===== config.mk =====
export PLATFORM = sky130hd
export DESIGN_NAME = stopwatch_ctrl_flat
export DESIGN_NICKNAME = d
export VERILOG_FILES = /design/src/rtl/stopwatch_ctrl_if.sv /design/src/rtl/stopwatch_ctrl.sv /design/src/flat_wrapper.sv
export SDC_FILE = /design/constraint.sdc
export NUM_CORES = 1
export LEC_CHECK = 0
export ABC_CLOCK_PERIOD_IN_PS = 4900
export BUFFER_PORTS_ARGS = -buffer_cell sky130_fd_sc_hd__clkbuf_2
export CAP_MARGIN = 25
export CELL_PAD_IN_SITES_DETAIL_PLACEMENT = 1
export CELL_PAD_IN_SITES_GLOBAL_PLACEMENT = 1
export CORE_MARGIN = 10
export CORE_UTILIZATION = 25
export CTS_CLUSTER_SIZE = 25
export DETAILED_ROUTE_END_ITERATION = 10
export HOLD_SLACK_MARGIN = 0.05
export PLACE_DENSITY_LB_ADDON = 0.1
export SYNTH_ARGS = -nofsm -noshare
export SYNTH_HDL_FRONTEND = slang
export SYNTH_SLANG_ARGS = --single-unit
export TNS_END_PERCENT = 50

===== constraint.sdc =====
create_clock -name clk -period 4.9 [get_ports clk]
set_input_delay 0.245 -clock clk [delete_from_list [all_inputs] [get_ports clk]]
set_output_delay 0.245 -clock clk [all_outputs]
set_load 0.01 [all_outputs]

===== src/rtl/stopwatch_ctrl_if.sv =====
// Button/display bus between the stopwatch sequencer and its environment.
//   start_stop, lap_reset : debounced one-cycle button pulses (master -> slave)
//   count                 : elapsed ms (live accumulator or lap snapshot)
//   running, lap_active   : state indicators
//   saturated             : sticky, accumulator reached its maximum
//   ms_tick               : one-cycle pulse per counted millisecond
interface stopwatch_ctrl_if #(
  parameter int unsigned BITS = 26
) ();
  logic            start_stop;
  logic            lap_reset;
  logic [BITS-1:0] count;
  logic            running;
  logic            lap_active;
  logic            saturated;
  logic            ms_tick;

  modport master (
    output start_stop, lap_reset,
    input  count, running, lap_active, saturated, ms_tick
  );

  modport slave (
    input  start_stop, lap_reset,
    output count, running, lap_active, saturated, ms_tick
  );
endinterface


===== src/rtl/stopwatch_ctrl.sv =====
// Millisecond stopwatch sequencer: divides clk into a 1 ms tick, keeps the
// elapsed-ms accumulator and runs the start/stop/lap/clear state machine.
//   clk   : system clock, rising edge
//   reset : synchronous, active-high
//   bus   : stopwatch_ctrl_if.slave (button pulses in, count/status out)
module stopwatch_ctrl #(
  parameter int unsigned BITS    = 26,
  parameter int unsigned CLK_DIV = 50000,
  parameter int unsigned MAX_MS  = 35999999
) (
  input  logic             clk,
  input  logic             reset,
  stopwatch_ctrl_if.slave  bus
);

  localparam int unsigned PW = $clog2(CLK_DIV);

  typedef enum logic [1:0] {
    S_IDLE    = 2'd0,
    S_RUNNING = 2'd1,
    S_LAP     = 2'd2,
    S_PAUSED  = 2'd3
  } state_t;

  state_t          r_state;
  state_t          w_state_nxt;
  logic [PW-1:0]   r_presc;
  logic [BITS-1:0] r_acc;
  logic [BITS-1:0] r_lap;
  logic            r_sat;
  logic            r_tick;

  logic w_run;
  logic w_wrap;
  logic w_sat_hit;
  logic w_ss;
  logic w_clear;
  logic w_capture;

  // Prescaler only advances while the watch is counting (RUNNING or LAP).
  assign w_run     = (r_state == S_RUNNING) || (r_state == S_LAP);
  assign w_wrap    = w_run && (r_presc == PW'(CLK_DIV - 1));
  // A tick arriving at the ceiling is swallowed and freezes the watch.
  assign w_sat_hit = w_wrap && (r_acc == BITS'(MAX_MS));
  // Once saturated, start_stop is dead until a clear.
  assign w_ss      = bus.start_stop && !((r_state == S_PAUSED) && r_sat);

  // State register.
  always_ff @(posedge clk) begin
    if (reset) begin
      r_state <= S_IDLE;
    end else begin
      r_state <= w_state_nxt;
    end
  end

  // Next-state logic; start_stop has priority over lap_reset.
  always_comb begin
    w_state_nxt = r_state;
    w_clear     = 1'b0;
    w_capture   = 1'b0;
    case (r_state)
      S_IDLE: begin
        if (w_ss) w_state_nxt = S_RUNNING;
      end
      S_RUNNING: begin
        if (w_ss) begin
          w_state_nxt = S_PAUSED;
        end else if (bus.lap_reset) begin
          w_state_nxt = S_LAP;
          w_capture   = 1'b1;
        end
      end
      S_LAP: begin
        if (w_ss) begin
          w_state_nxt = S_PAUSED;
        end else if (bus.lap_reset) begin
          w_state_nxt = S_RUNNING;
        end
      end
      S_PAUSED: begin
        if (w_ss) begin
          w_state_nxt = S_RUNNING;
        end else if (bus.lap_reset) begin
          w_state_nxt = S_IDLE;
          w_clear     = 1'b1;
        end
      end
      default: w_state_nxt = S_IDLE;
    endcase
    // Saturation overrides any button action in the same cycle.
    if (w_sat_hit) begin
      w_state_nxt = S_PAUSED;
      w_capture   = 1'b0;
    end
  end

  // Datapath: prescaler, tick pipeline, accumulator, lap snapshot, sticky flag.
  always_ff @(posedge clk) begin
    if (reset) begin
      r_presc <= '0;
      r_acc   <= '0;
      r_lap   <= '0;
      r_sat   <= 1'b0;
      r_tick  <= 1'b0;
    end else begin
      r_tick <= w_wrap && !w_sat_hit;
      if (w_clear) begin
        r_presc <= '0;
        r_acc   <= '0;
        r_lap   <= '0;
        r_sat   <= 1'b0;
      end else begin
        // acc follows ms_tick by one edge; lap captures the pre-increment value.
        if (r_tick)    r_acc <= r_acc + BITS'(1);
        if (w_capture) r_lap <= r_acc;
        if (w_sat_hit) r_sat <= 1'b1;
        // PAUSED holds the sub-ms phase; IDLE keeps it at zero.
        if (w_wrap) begin
          r_presc <= '0;
        end else if (w_run) begin
          r_presc <= r_presc + PW'(1);
        end else if (r_state == S_IDLE) begin
          r_presc <= '0;
        end
      end
    end
  end

  // Outputs are pure register decodes.
  assign bus.count      = (r_state == S_LAP) ? r_lap : r_acc;
  assign bus.running    = w_run;
  assign bus.lap_active = (r_state == S_LAP);
  assign bus.saturated  = r_sat;
  assign bus.ms_tick    = r_tick;

endmodule


===== src/flat_wrapper.sv =====
// flat-port wrapper written by rule: the top's interface ports become plain ports
module stopwatch_ctrl_flat 
#(
  parameter int unsigned BITS    = 26,
  parameter int unsigned CLK_DIV = 50000,
  parameter int unsigned MAX_MS  = 35999999
)
  (clk, reset, bus_start_stop, bus_lap_reset, bus_count, bus_running, bus_lap_active, bus_saturated, bus_ms_tick);
  stopwatch_ctrl_if #(.BITS(BITS)) bus_i ();
  input  logic clk;
  input  logic reset;
  input wire logic [$bits(bus_i.start_stop)-1:0] bus_start_stop;
  input wire logic [$bits(bus_i.lap_reset)-1:0] bus_lap_reset;
  output wire logic [$bits(bus_i.count)-1:0] bus_count;
  output wire logic [$bits(bus_i.running)-1:0] bus_running;
  output wire logic [$bits(bus_i.lap_active)-1:0] bus_lap_active;
  output wire logic [$bits(bus_i.saturated)-1:0] bus_saturated;
  output wire logic [$bits(bus_i.ms_tick)-1:0] bus_ms_tick;
  assign bus_i.start_stop = bus_start_stop;
  assign bus_i.lap_reset = bus_lap_reset;
  assign bus_count = bus_i.count;
  assign bus_running = bus_i.running;
  assign bus_lap_active = bus_i.lap_active;
  assign bus_saturated = bus_i.saturated;
  assign bus_ms_tick = bus_i.ms_tick;
  stopwatch_ctrl #(.BITS(BITS), .CLK_DIV(CLK_DIV), .MAX_MS(MAX_MS)) u_core (.clk(clk), .reset(reset), .bus(bus_i));
endmodule

# Word level (Yosys, flattened, before mapping)
# Cells that the tools add are included.
# W data, S select, Z words.
dict set report totals {
  input_bits 4
  ff_bits 72
  output_inout_bits 30
  wordCells 47
}
dict set report op_classes {
  n_reduce_logical 13
  n_mux 17
  eq_ne 9
  n_addsub 2
}
# op n
set ops {}
lappend ops {{$mux W16} 2}
lappend ops {{$add A26 B1 Y26 const B} 1}
lappend ops {{$eq A26 B26 Y1 const B} 1}
lappend ops {{$mux W26} 1}
lappend ops {{$add A16 B1 Y16 const B} 1}
lappend ops {{$eq A16 B16 Y1 const B} 1}
lappend ops {{$mux W2} 8}
lappend ops {{$ne A4 B2 Y1 const B} 3}
lappend ops {{$pmux W2 S4} 1}
lappend ops {{$logic_and A1 B1 Y1} 5}
lappend ops {{$mux W1} 5}
lappend ops {{$eq A2 B2 Y1 const B} 2}
lappend ops {{$reduce_and A4 Y1} 1}
lappend ops {{$ne A3 B1 Y1 const B} 1}
lappend ops {{$reduce_or A3 Y1} 1}
lappend ops {{$eq A2 B1 Y1 const B} 1}
lappend ops {{$logic_not A1 Y1} 2}
lappend ops {{$logic_not A2 Y1} 1}
lappend ops {{$reduce_bool A2 Y1} 1}
lappend ops {{$reduce_or A2 Y1} 1}
lappend ops {{$logic_or A1 B1 Y1} 1}

# Logic depth before layout (Yosys ltp)
# Gate-level depths: netlist (run 1).
dict set report logic_depth {
  word_depth 7
  ltp_mapped 9
  depth_no_buf 7
}

# Least setup slack after synthesis (run 1)
# Ideal clock, no wire load.
dict set report synth_timing {
  kind {register to output}
  start {register u_core.r_state[0]}
  end {output bus_count[20]}
  arrival_time_ps 1755
  setup_slack_ps 2900
  path_buffers 2
  path_stages_with_launch 6
  required_ps 4655
  path_cell_list {dfxtp_1 -> inv_1 -> ha_1 -> clkbuf_1 -> buf_1 -> mux2_2}
}
dict set report synth_between {
  elab_chain_cells 2
}
# element line
set synth_lines {}
lappend synth_lines {{start: declaration} stopwatch_ctrl.sv:25} ;# state_t r_state;
lappend synth_lines {{start signal: assignment} stopwatch_ctrl.sv:53} ;# r_state <= w_state_nxt;
lappend synth_lines {{$eq A2 B2 Y1} --}
lappend synth_lines {{net bus_lap_active} flat_wrapper.sv:16} ;# output wire logic [$bits(bus_i.lap_active)-1:0] bus_lap_active;
lappend synth_lines {{$mux W26} stopwatch_ctrl.sv:131} ;# assign bus.count = (r_state == S_LAP) ? r_lap : r_acc;
lappend synth_lines {{end: declaration} flat_wrapper.sv:14} ;# output wire logic [$bits(bus_i.count)-1:0] bus_count;
# The timed path passes the listed nets, and every way through them passes these cells.

# Worst setup path in the final report (run 1)
dict set report layout_timing {
  start {register u_core.r_state[0]}
  end {output bus_count[23]}
}
dict set report layout_between {
  elab_chain_cells 2
}
# element line
set layout_lines {}
lappend layout_lines {{$eq A2 B2 Y1} stopwatch_ctrl.sv:131}
lappend layout_lines {{$mux W26} stopwatch_ctrl.sv:131}
# Every way passes these cells.

==> summary.md, run 1 <==
| Metric | Value |
|---|---|
| Starting Density | 0.254 |
| Worst-path maximum fanout | 18 |
| Total GRT Usage | 0.0994 |
| Num ports | 34 |
| Crit-path cells | inv_1 > ha_1 > buf_4 > mux2_2 > clkbuf_2 |
| Reg clk slew, reported paths | 0.06 ns |
| WL final | 9.59 mm |
| Maximum vdd drop | 0.159 mV |
| DRT antenna net count | 0 |
| Post-synthesis register bit count | 72 |
| Clk_lat worst skew | 0.34 ns |
| Final setup viols | 0 |
| Layout cell share with drive strength beyond 1 | 0.194 |
| Worst Hold Class | input pin to register |
| Core area | around 14000 um^2 |
| Syn-to-layout area delta | 14.0% |
| Chip height | 141 um |
| Relative slew slack | 0.494 |
| CTS Buf Count | 9 |
| Clk buf depth | 2 |
| Final Slew Violations | 0 |
| CTS sink cnt | 72 |
| CP Class | register to output pin |
| FMAX | between 300 and 400 MHz |
| Max Cap Violations | 0 |
| Switch Pwr | 327 uW |
| GRT overflow | 0 |
| Clock Skews | 0.00887 ns |
| Drt drc | 0 |
| Die area | 19900 um^2 |
| Internal | a little under 1 mW |
| Top FF cell, synth | dfxtp_1 |
| Hold_ws | 0.191 ns |
| Synth warn | 0 |
| Die Wd | 141 um |
| Detailed Routing Iterations Pass 1 | 4 |
| CTS Hold Buffers Added | 0 |
| Crit-path slowest cell | ha_1 |
| Initial antenna violation count | 0 |
| CTS H-tree lvls | 3 |
| Post-synth EDFFs | 0 |
| Pleak | 1.61 nW |
| Synth top cells by count | nand2_1, dfxtp_1, nor2_1 |
| Post-synthesis sequential area ratio | 0.392 |
| Avg WL per Cell | 15.5 um |
| CTS-repair resized insts | 0 |
| Clock power frac | 0.451 |
| Flop pwr share | 0.456 |
| Vias in the first global route | around 3100 |
| Fin crit period | 2.66 ns |
| Critical Path Source Type | register |
| Tcrit/Tclk final | 0.543 |
| Largest net degree at the start of global routing | 29 |
| CTS tree | yes |
| NumNets Final | approximately 440 |
| Synth Area per Inst | 9.10 um^2 |
| Cell Pwr Density | 313 nW/um^2 |
| Max incr delay on CP | 0.66 ns |
| Total Power | roughly 1.3 mW |
| Unrepaired setup endpoints after global routing | no |
| RD Place Congestion | 0.686 |
| Outcome | finished clean |
| Root Buffer | clkbuf_16 |
| Setup Buffers After CTS | 0 |
| Post-synthesis cell area | 3670 um^2 |
| Sw frac | 0.249 |
| Count leader, synth | nand2_1 |
| Final setup TNS | 0 ns |
| Via/cell ratio | about 4.6 |
| Initial DRC count | between 70 and 80 |
| Row count | 44 |
| Critical Path RT | 4.66 ns |
| Critical Path Sink Type | output pin |
| Synthesized netlist net count | 415 |
| Slew @ Worst Pin | 0.759 ns |
| Global-route wire length before repair | between 15 and 20 mm |
| IO Port Bufs | 33 |
| Top cell type's share of synthesized area | 0.392 |
| Unique masters post-synth | 49 |
| Post-DP HPWL | 6.91 mm |
| Post-synth top area cell | dfxtp_1 |
| Vias | 2872 |
| Core Util, Final | 0.289 |
| Largest cells by area after synthesis | dfxtp_1, nand2_1, mux2i_1, mux2_2, xnor2_1 |
| Async SR Flop Fraction | 0 |
| Cells after synthesis | ~400 |
| Comb power frac | 0.093 |
| Final Hold Viols | 0 |
| Arr. time, crit path | roughly 2.4 ns |
| # diodes | 0 |
[registers in the layout, indices dropped and copies added (netlist names)]
signal                cells
u_core.r_presc           16
u_core.bus.ms_tick        1
u_core.r_state            2
u_core.r_lap             26
u_core.bus.saturated      1
u_core.r_acc             26
[power by group through the flow]
stage          clock, mW  sequential, mW  combinational (mW)
2_1_floorplan          0           0.610              0.0930
3_3_place_gp           0           0.610               0.123
3_5_place_dp           0           0.611               0.125
4_1_cts            0.622           0.598               0.125
5_1_grt            0.644           0.599               0.134
6_report           0.592           0.599               0.121
[final cells by class]
cell class              instances  area, um^2
fillers                      1703       10300
multi-input cells             305        2030
flip-flops and latches         72        1440
clock buffers                  13         250
well taps                     184         230
repair buffers                 38         210
inverters                       5        18.8
clock inverters                 1        5.00
[path summary, 6_finish.rpt]
| kind | to | cells after the start | slack [ns] | start |
|---|---|---|---|---|
| worst max-delay path | bus_count[23] | 5 | 2.24 | u_core.r_state[0] |
| worst min-delay path | u_core.r_state[0] | 2 | 0.19 | reset |
| worst max register to register | u_core.r_state[1] | 8 | 2.50 | u_core.r_state[0] |
| worst min register to register | u_core.r_lap[8] | 2 | 0.45 | u_core.r_lap[8] |
[layout by cell type, fill, tap and decap left out, drive strengths merged, types with 7 or more instances in the layout]
cell type,instances
xnor2,21
xor2,16
mux2i,27
nor4,9
nand2,74
clkbuf,46
nand4,10
nand3,18
dfxtp,72
mux2,24
ha,7
nor3,8
a21oi,7
nor2,44
[logic make-up after synthesis]
family | after synthesis | synth area share
and+or+nand+nor | 189 | 0.256
DFF | 72 | 0.392
muxes | 51 | 0.147
xor gates and xnor gates | 37 | 0.0882
buffers and inverters | 27 | 0.0565
AOI/OAI and AO/OA | 21 | 0.0358
adders and majority gates | 7 | 0.0238
[worst max-delay path: cells and delay by family (launching register included)]
kind       cells  cell delay (ns)
flops          1             0.35
mux            1             0.38
fa+ha+maj      1             0.66
buf+inv        3             0.67
[through the flow]
stage                     cell area [um^2]  setup WS [ns]  std cells
after floorplan                       3670           2.90        404
after global placement                3920           1.99        603
after detailed placement              3940           2.48        604
after CTS                             4190           2.17        618
after global routing                  4190           2.05        618
final                                 4190           2.24        618
[routing by layer]
layer	global-route usage	vias to the layer above	share of wire
li1	-	1437	-
met5	0	-	0
met3	0.0353	9	0.037
met1	0.111	1399	0.45
met4	0.0337	0	0.015
met2	0.171	27	0.50
No activity file was read; power rests on OpenSTA's default activity.
==> run 2, diff against run 1 <==
--- a/config.mk
+++ b/config.mk
@@ -5,7 +5,7 @@
 export SDC_FILE = /design/constraint.sdc
 export NUM_CORES = 1
 export LEC_CHECK = 0
-export ABC_CLOCK_PERIOD_IN_PS = 4900
+export ABC_CLOCK_PERIOD_IN_PS = 2300
 export BUFFER_PORTS_ARGS = -buffer_cell sky130_fd_sc_hd__clkbuf_2
 export CAP_MARGIN = 25
 export CELL_PAD_IN_SITES_DETAIL_PLACEMENT = 1
==> constraint.sdc (replaced) <==
create_clock -name clk -period 2.3 [get_ports clk]
set_input_delay 0.115 -clock clk [delete_from_list [all_inputs] [get_ports clk]]
set_output_delay 0.115 -clock clk [all_outputs]
set_load 0.01 [all_outputs]
==> summary.md, run 2 (synthesized netlist as in run 1, its figures left out) <==
| Metric | Value |
|---|---|
| Outcome | finished clean |
| Sw frac | 0.246 (-0.00295) |
| Largest net degree at the start of global routing | 53 (+83%) |
| # diodes | 0 (unchanged) |
| Vias in the first global route | 2986 (-2.8%) |
| Detailed Routing Iterations Pass 1 | 4 (unchanged) |
| Min-delay src | bus_lap_reset |
| Clk_lat worst skew | 0.35 ns (about the same) |
| Num ports | 34 (unchanged) |
| Comb power frac | 0.089 (-0.004) |
| Chip height | 141 um (unchanged) |
| Final setup viols | 0 (unchanged) |
| CTS H-tree lvls | 3 (unchanged) |
| IO Port Bufs | 33 (unchanged) |
| Reg clk slew, reported paths | 0.06 ns (about the same) |
| Crit path launch | u_core.r_acc[9] |
| Worst R2R Path Depth | 6 (-2) |
| Critical Path Sink Type | register |
| Cell Pwr Density | 686 nW/um^2 (+120%) |
| Syn-to-layout area delta | 19.0% |
| Avg WL per Cell | 15.3 um (-1.6%) |
| CP Class | register to register |
| Regs by FF count | u_core.r_acc (26), u_core.r_lap (26), u_core.r_presc (16) |
| Final Slew Violations | 0 (unchanged) |
| Unrepaired setup endpoints after global routing | no |
| Relative slew slack | 0.672 (+0.178) |
| Row count | 44 (unchanged) |
| Max incr delay on CP | 0.46 ns (-0.20 ns) |
| Via/cell ratio | 4.56 (-1.9%) |
| Root Buffer | clkbuf_16 |
| NumNets Final | 455 (+2.9%) |
| Arr. time, crit path | 2.32 ns (-0.09 ns) |
| Setup Buffers After CTS | 0 (unchanged) |
| WL final | 9.66 mm (+0.77%) |
| Flop pwr share | 0.425 (-0.031) |
| DRT antenna net count | 0 (unchanged) |
| Global-route wire length before repair | 15.9 mm (-0.35%) |
| Post-DP HPWL | 6.87 mm (-0.61%) |
| Core Util, Final | 0.302 (+0.0127) |
| Crit-path cells | nor4b_1 > and4_1 > nand4_2 > nand4_1 > buf_12 > mux2i_1 |
| Fin crit period | 2.05 ns |
| Worst Hold Class | input pin to register |
| Starting Density | 0.254 (unchanged) |
| Max Cap Violations | 0 (unchanged) |
| Worst-path maximum fanout | 13 (-5) |
| Layout filler cell count | 1681 (-1.3%) |
| Clock Skews | 0.00887 ns (-0.00000630 ns) |
| Internal | 2.26 mW (+130%) |
| Total GRT Usage | 0.101 (+0.00177) |
| Final Hold Viols | 0 (unchanged) |
| Clk buf depth | 2 (unchanged) |
| Most frequent cells in the layout | nand2_1, dfxtp_1, nor2_1 |
| Core area | 14500 um^2 (unchanged) |
| Crit-path slowest cell | nor4b_1 |
| CTS tree | yes |
| Critical Path Source Type | register |
| Worst r2r src | u_core.r_acc[9] |
| Final setup TNS | 0 ns (unchanged) |
| Slew @ Worst Pin | 0.491 ns (-0.268 ns) |
| Die Wd | 141 um (unchanged) |
| GRT overflow | 0 (unchanged) |
| FMAX | 489 MHz |
| Maximum vdd drop | 0.360 mV (+130%) |
| Vias | 2886 (+0.49%) |
| Pleak | 1.71 nW (+5.9%) |
| Drt drc | 0 (unchanged) |
| Critical Path RT | 2.58 ns (-2.08 ns) |
| Clock power frac | 0.486 (+0.035) |
| FF-to-FF setup slack | 0.25 ns (-2.25 ns) |
| Die area | 19900 um^2 (unchanged) |
| CTS Buf Count | 9 (unchanged) |
| Layout cell share with drive strength beyond 1 | 0.223 (+0.0292) |
| CTS sink cnt | 72 (unchanged) |
| Hold_ws | 0.240 ns (+0.0487 ns) |
| Hold depth | 3 (+1) |
| Most common cell after layout, fill and taps aside | nand2_1 |
| RD Place Congestion | 0.710 (+3.6%) |
| Initial DRC count | 102 (+34%) |
| Tcrit/Tclk final | 0.889 |
| Initial antenna violation count | 0 (unchanged) |
| Switch Pwr | 738 uW (+130%) |
==> run 2: changes by cell type in the layout (fill, tap and decap cells not counted), sizes merged <==
cell         before  now
bufinv            0    1
dlygate4sd3       0    1
clkinvlp          0    3
buf               5   17
clkinv            1    0
clkbuf           46   45
==> run 2: timing repair <==
action                                 4_1_cts  5_1_grt
hold buffers                                 1        0
gates resized for setup                      0        0
endpoints found under the hold margin        1        0
==> run 2: layout make-up <==
cell class | count | area, um^2 | share of cell area
sequential | 72 | 1440 | 0.330
clock inverter | 4 | 52.6 | 0.0120
inverter | 5 | 18.8 | 0.00429
clock buffer | 12 | 256 | 0.0586
timing repair buffer | 51 | 340 | 0.0778
tap | 184 | 230 | 0.0526
multi-input combinational | 305 | 2030 | 0.465
==> run 2: stage by stage <==
stage / instance area (um^2) / worst slack [ns] / total power, mW / instances
6_report: 4370 / 0.254 / 3.00 / 633
3_5_place_dp: 4060 / 0.220 / 1.58 / 616
5_1_grt: 4370 / 0.0451 / 3.16 / 633
3_3_place_gp: 4060 / 0.269 / 1.58 / 616
2_1_floorplan: 3670 / 0.427 / 1.50 / 404
4_1_cts: 4370 / 0.196 / 3.07 / 633
==> run 2: power by group through the flow <==
stage	clock [mW]	combinational, mW	sequential, mW
detailed placement	0	0.276	1.30
global placement	0	0.276	1.30
finish	1.46	0.268	1.27
CTS	1.52	0.278	1.27
global route	1.58	0.298	1.28
floorplan	0	0.198	1.30
==> run 2: per-layer routing <==
metal / vias up / global-route usage / wire length [um]
li1: 1459 / - / -
met1: 1395 / 0.119 / 4540
met2: 22 / 0.166 / 4690
met3: 10 / 0.0356 / 302
met4: 0 / 0.0342 / 126
met5: - / 0 / 0
==> run 2: worst max-delay path, delay by kind of cell, from the launching register on <==
kind          cells  cell delay (ns)
buf+inv           1             0.20
flops             1             0.36
simple gates      4             1.21
mux               1             0.19
==> run 2: final timing paths <==
kind | end
worst max-delay path | u_core.r_lap[14]
worst max register to register | u_core.r_lap[14]
worst min register to register | u_core.r_lap[19]
worst min-delay path | u_core.r_presc[1]
==> run 3, diff against run 2 <==
==> constraint.sdc (replaced) <==
create_clock -name clk -period 2.3 [get_ports clk]
set_input_delay 0.23 -clock clk [delete_from_list [all_inputs] [get_ports clk]]
set_output_delay 0.23 -clock clk [all_outputs]
set_load 0.01 [all_outputs]
==> summary.md, run 3 (synthesized netlist as in run 1, its figures left out) <==
| Metric | Value |
|---|---|
| Detailed Routing Iterations Pass 1 | 4 (unchanged) |
| Worst-path maximum fanout | 18 (+5) |
| Most common cell after layout, fill and taps aside | nand2_1 |
| CTS sink cnt | 72 (unchanged) |
| Clk_lat worst skew | 0.35 ns (about the same) |
| Post-DP HPWL | 7.07 mm (+2.8%) |
| GRT overflow | 0 (unchanged) |
| Critical Path Source Type | register |
| DRT antenna net count | 0 (unchanged) |
| Num ports | 34 (unchanged) |
| Max Cap Violations | 0 (unchanged) |
| Final Non-Filler Cells | 637 (+0.63%) |
| Syn-to-layout area delta | 18.6% |
| Worst Hold Class | input pin to register |
| Most frequent cells in the layout | nand2_1, dfxtp_1, nor2_1 |
| Critical Path Sink Type | output pin |
| CP Class | register to output pin |
| WL final | 9.86 mm (+2.1%) |
| CTS-repair resized insts | 0 (unchanged) |
| CTS Hold Buffers Added | 0 (-1) |
| Initial DRC count | 119 (+17%) |
| Clock Skews | 0.00516 ns (-0.00370 ns) |
| Layout cell share with drive strength beyond 1 | 0.230 (+0.00686) |
| Clk buf depth | 2 (unchanged) |
| Unrepaired setup endpoints after global routing | no |
| Arr. time, crit path | 1.85 ns (-0.47 ns) |
| DP Area | 4090 um^2 (+0.93%) |
| Final Hold Viols | 0 (unchanged) |
| Drt drc | 0 (unchanged) |
| Core area | 14500 um^2 (unchanged) |
| Final setup TNS | 0 ns (unchanged) |
| Tcrit/Tclk final | 0.902 (+0.0130) |
| Reg clk slew, reported paths | 0.06 ns (about the same) |
| Avg WL per Cell | 15.5 um (+1.4%) |
| FMAX | 482 MHz (-1.4%) |
| Die area | 19900 um^2 (unchanged) |
| Total Power | 2.84 mW (-5.4%) |
| Fin crit period | 2.08 ns (+0.0298 ns) |
| Global-route wire length before repair | 16.1 mm (+1.4%) |
| Hold_ws | 0.170 ns (-0.0697 ns) |
| # diodes | 0 (unchanged) |
| Critical Path RT | 2.07 ns (-0.51 ns) |
| Setup ws final | 0.225 ns (-0.0298 ns) |
| Final setup viols | 0 (unchanged) |
| Row count | 44 (unchanged) |
| Cell Pwr Density | 652 nW/um^2 (-5.0%) |
| Relative slew slack | 0.658 (-0.0135) |
| Initial antenna violation count | 0 (unchanged) |
| RD Place Congestion | 0.696 (-2.0%) |
| # placed instances | 621 (+0.81%) |
| IO Port Bufs | 33 (unchanged) |
| Largest net degree at the start of global routing | 53 (unchanged) |
| CTS Buf Count | 9 (unchanged) |
| Chip height | 141 um (unchanged) |
| Pleak | 1.73 nW (+1.1%) |
| CTS tree | yes |
| Maximum vdd drop | 0.337 mV (-6.2%) |
| Starting Density | 0.254 (unchanged) |
| Setup Buffers After CTS | 0 (unchanged) |
| Final Slew Violations | 0 (unchanged) |
| Vias in the first global route | 3037 (+1.7%) |
| NumNets Final | 459 (+0.88%) |
| Slew @ Worst Pin | 0.511 ns (+0.0202 ns) |
| Placement Setup Slack | 0.216 ns (-0.00439 ns) |
| Core Util, Final | 0.301 (-0.00104) |
| Regs by FF count | u_core.r_acc (26), u_core.r_lap (26), u_core.r_presc (16) |
| CTS H-tree lvls | 3 (unchanged) |
| Via/cell ratio | 4.64 (+1.7%) |
| Fin area | 4360 um^2 (-0.34%) |
| Outcome | finished clean |
| Die Wd | 141 um (unchanged) |
| Root Buffer | clkbuf_16 |
| Vias | 2953 (+2.3%) |
| Total GRT Usage | 0.103 (+0.00167) |
==> run 3: cell count changes in the layout (fill, tap and decap cells not counted), sizes merged <==
| cell | previous run | this run |
|---|---|---|
| buf | 17 | 22 |
| clkinv | 0 | 4 |
| clkinvlp | 3 | 0 |
| bufinv | 1 | 0 |
| dlygate4sd3 | 1 | 0 |
==> run 3: critical path: stages, from the launching register on <==
cell      delay (ns)
dfxtp_1         0.35
inv_1           0.14
ha_1            0.21
buf_4           0.29
mux2_2          0.38
clkbuf_2        0.13
==> run 3: final timing paths <==
kind | start | to | slack (ns) | cells after the start
max | u_core.r_state[0] | bus_count[23] | 0.22 | 5
min | reset | u_core.r_state[0] | 0.17 | 2
max reg2reg | u_core.r_acc[9] | u_core.r_lap[10] | 0.23 | 6
min reg2reg | u_core.r_lap[18] | u_core.r_lap[18] | 0.46 | 2
==> run 3: power breakdown <==
| group | switching [mW] | total, mW | internal (mW) |
|---|---|---|---|
| combinational | 0.165 | 0.269 | 0.104 |
| clock | 0.544 | 1.30 | 0.752 |
| sequential | 0.0150 | 1.28 | 1.26 |
| total | 0.724 | 2.84 | 2.12 |
==> run 3: cell type report <==
cell class	instances	area [um^2]
fill	1672	10100
multi-input combinational	305	2030
sequential	72	1440
timing repair buffer	55	368
clock buffer	12	246
tap	184	230
clock inverter	4	20.0
inverter	5	18.8
==> run 3: routing by layer <==
metal / wire length, um / vias to the layer above / GRT usage / part of all wire
met5: 0 / - / 0 / 0
met4: 186 / 0 / 0.0489 / 0.019
met3: 284 / 12 / 0.0306 / 0.029
met2: 4870 / 27 / 0.170 / 0.49
met1: 4520 / 1443 / 0.119 / 0.46
li1: - / 1471 / - / -
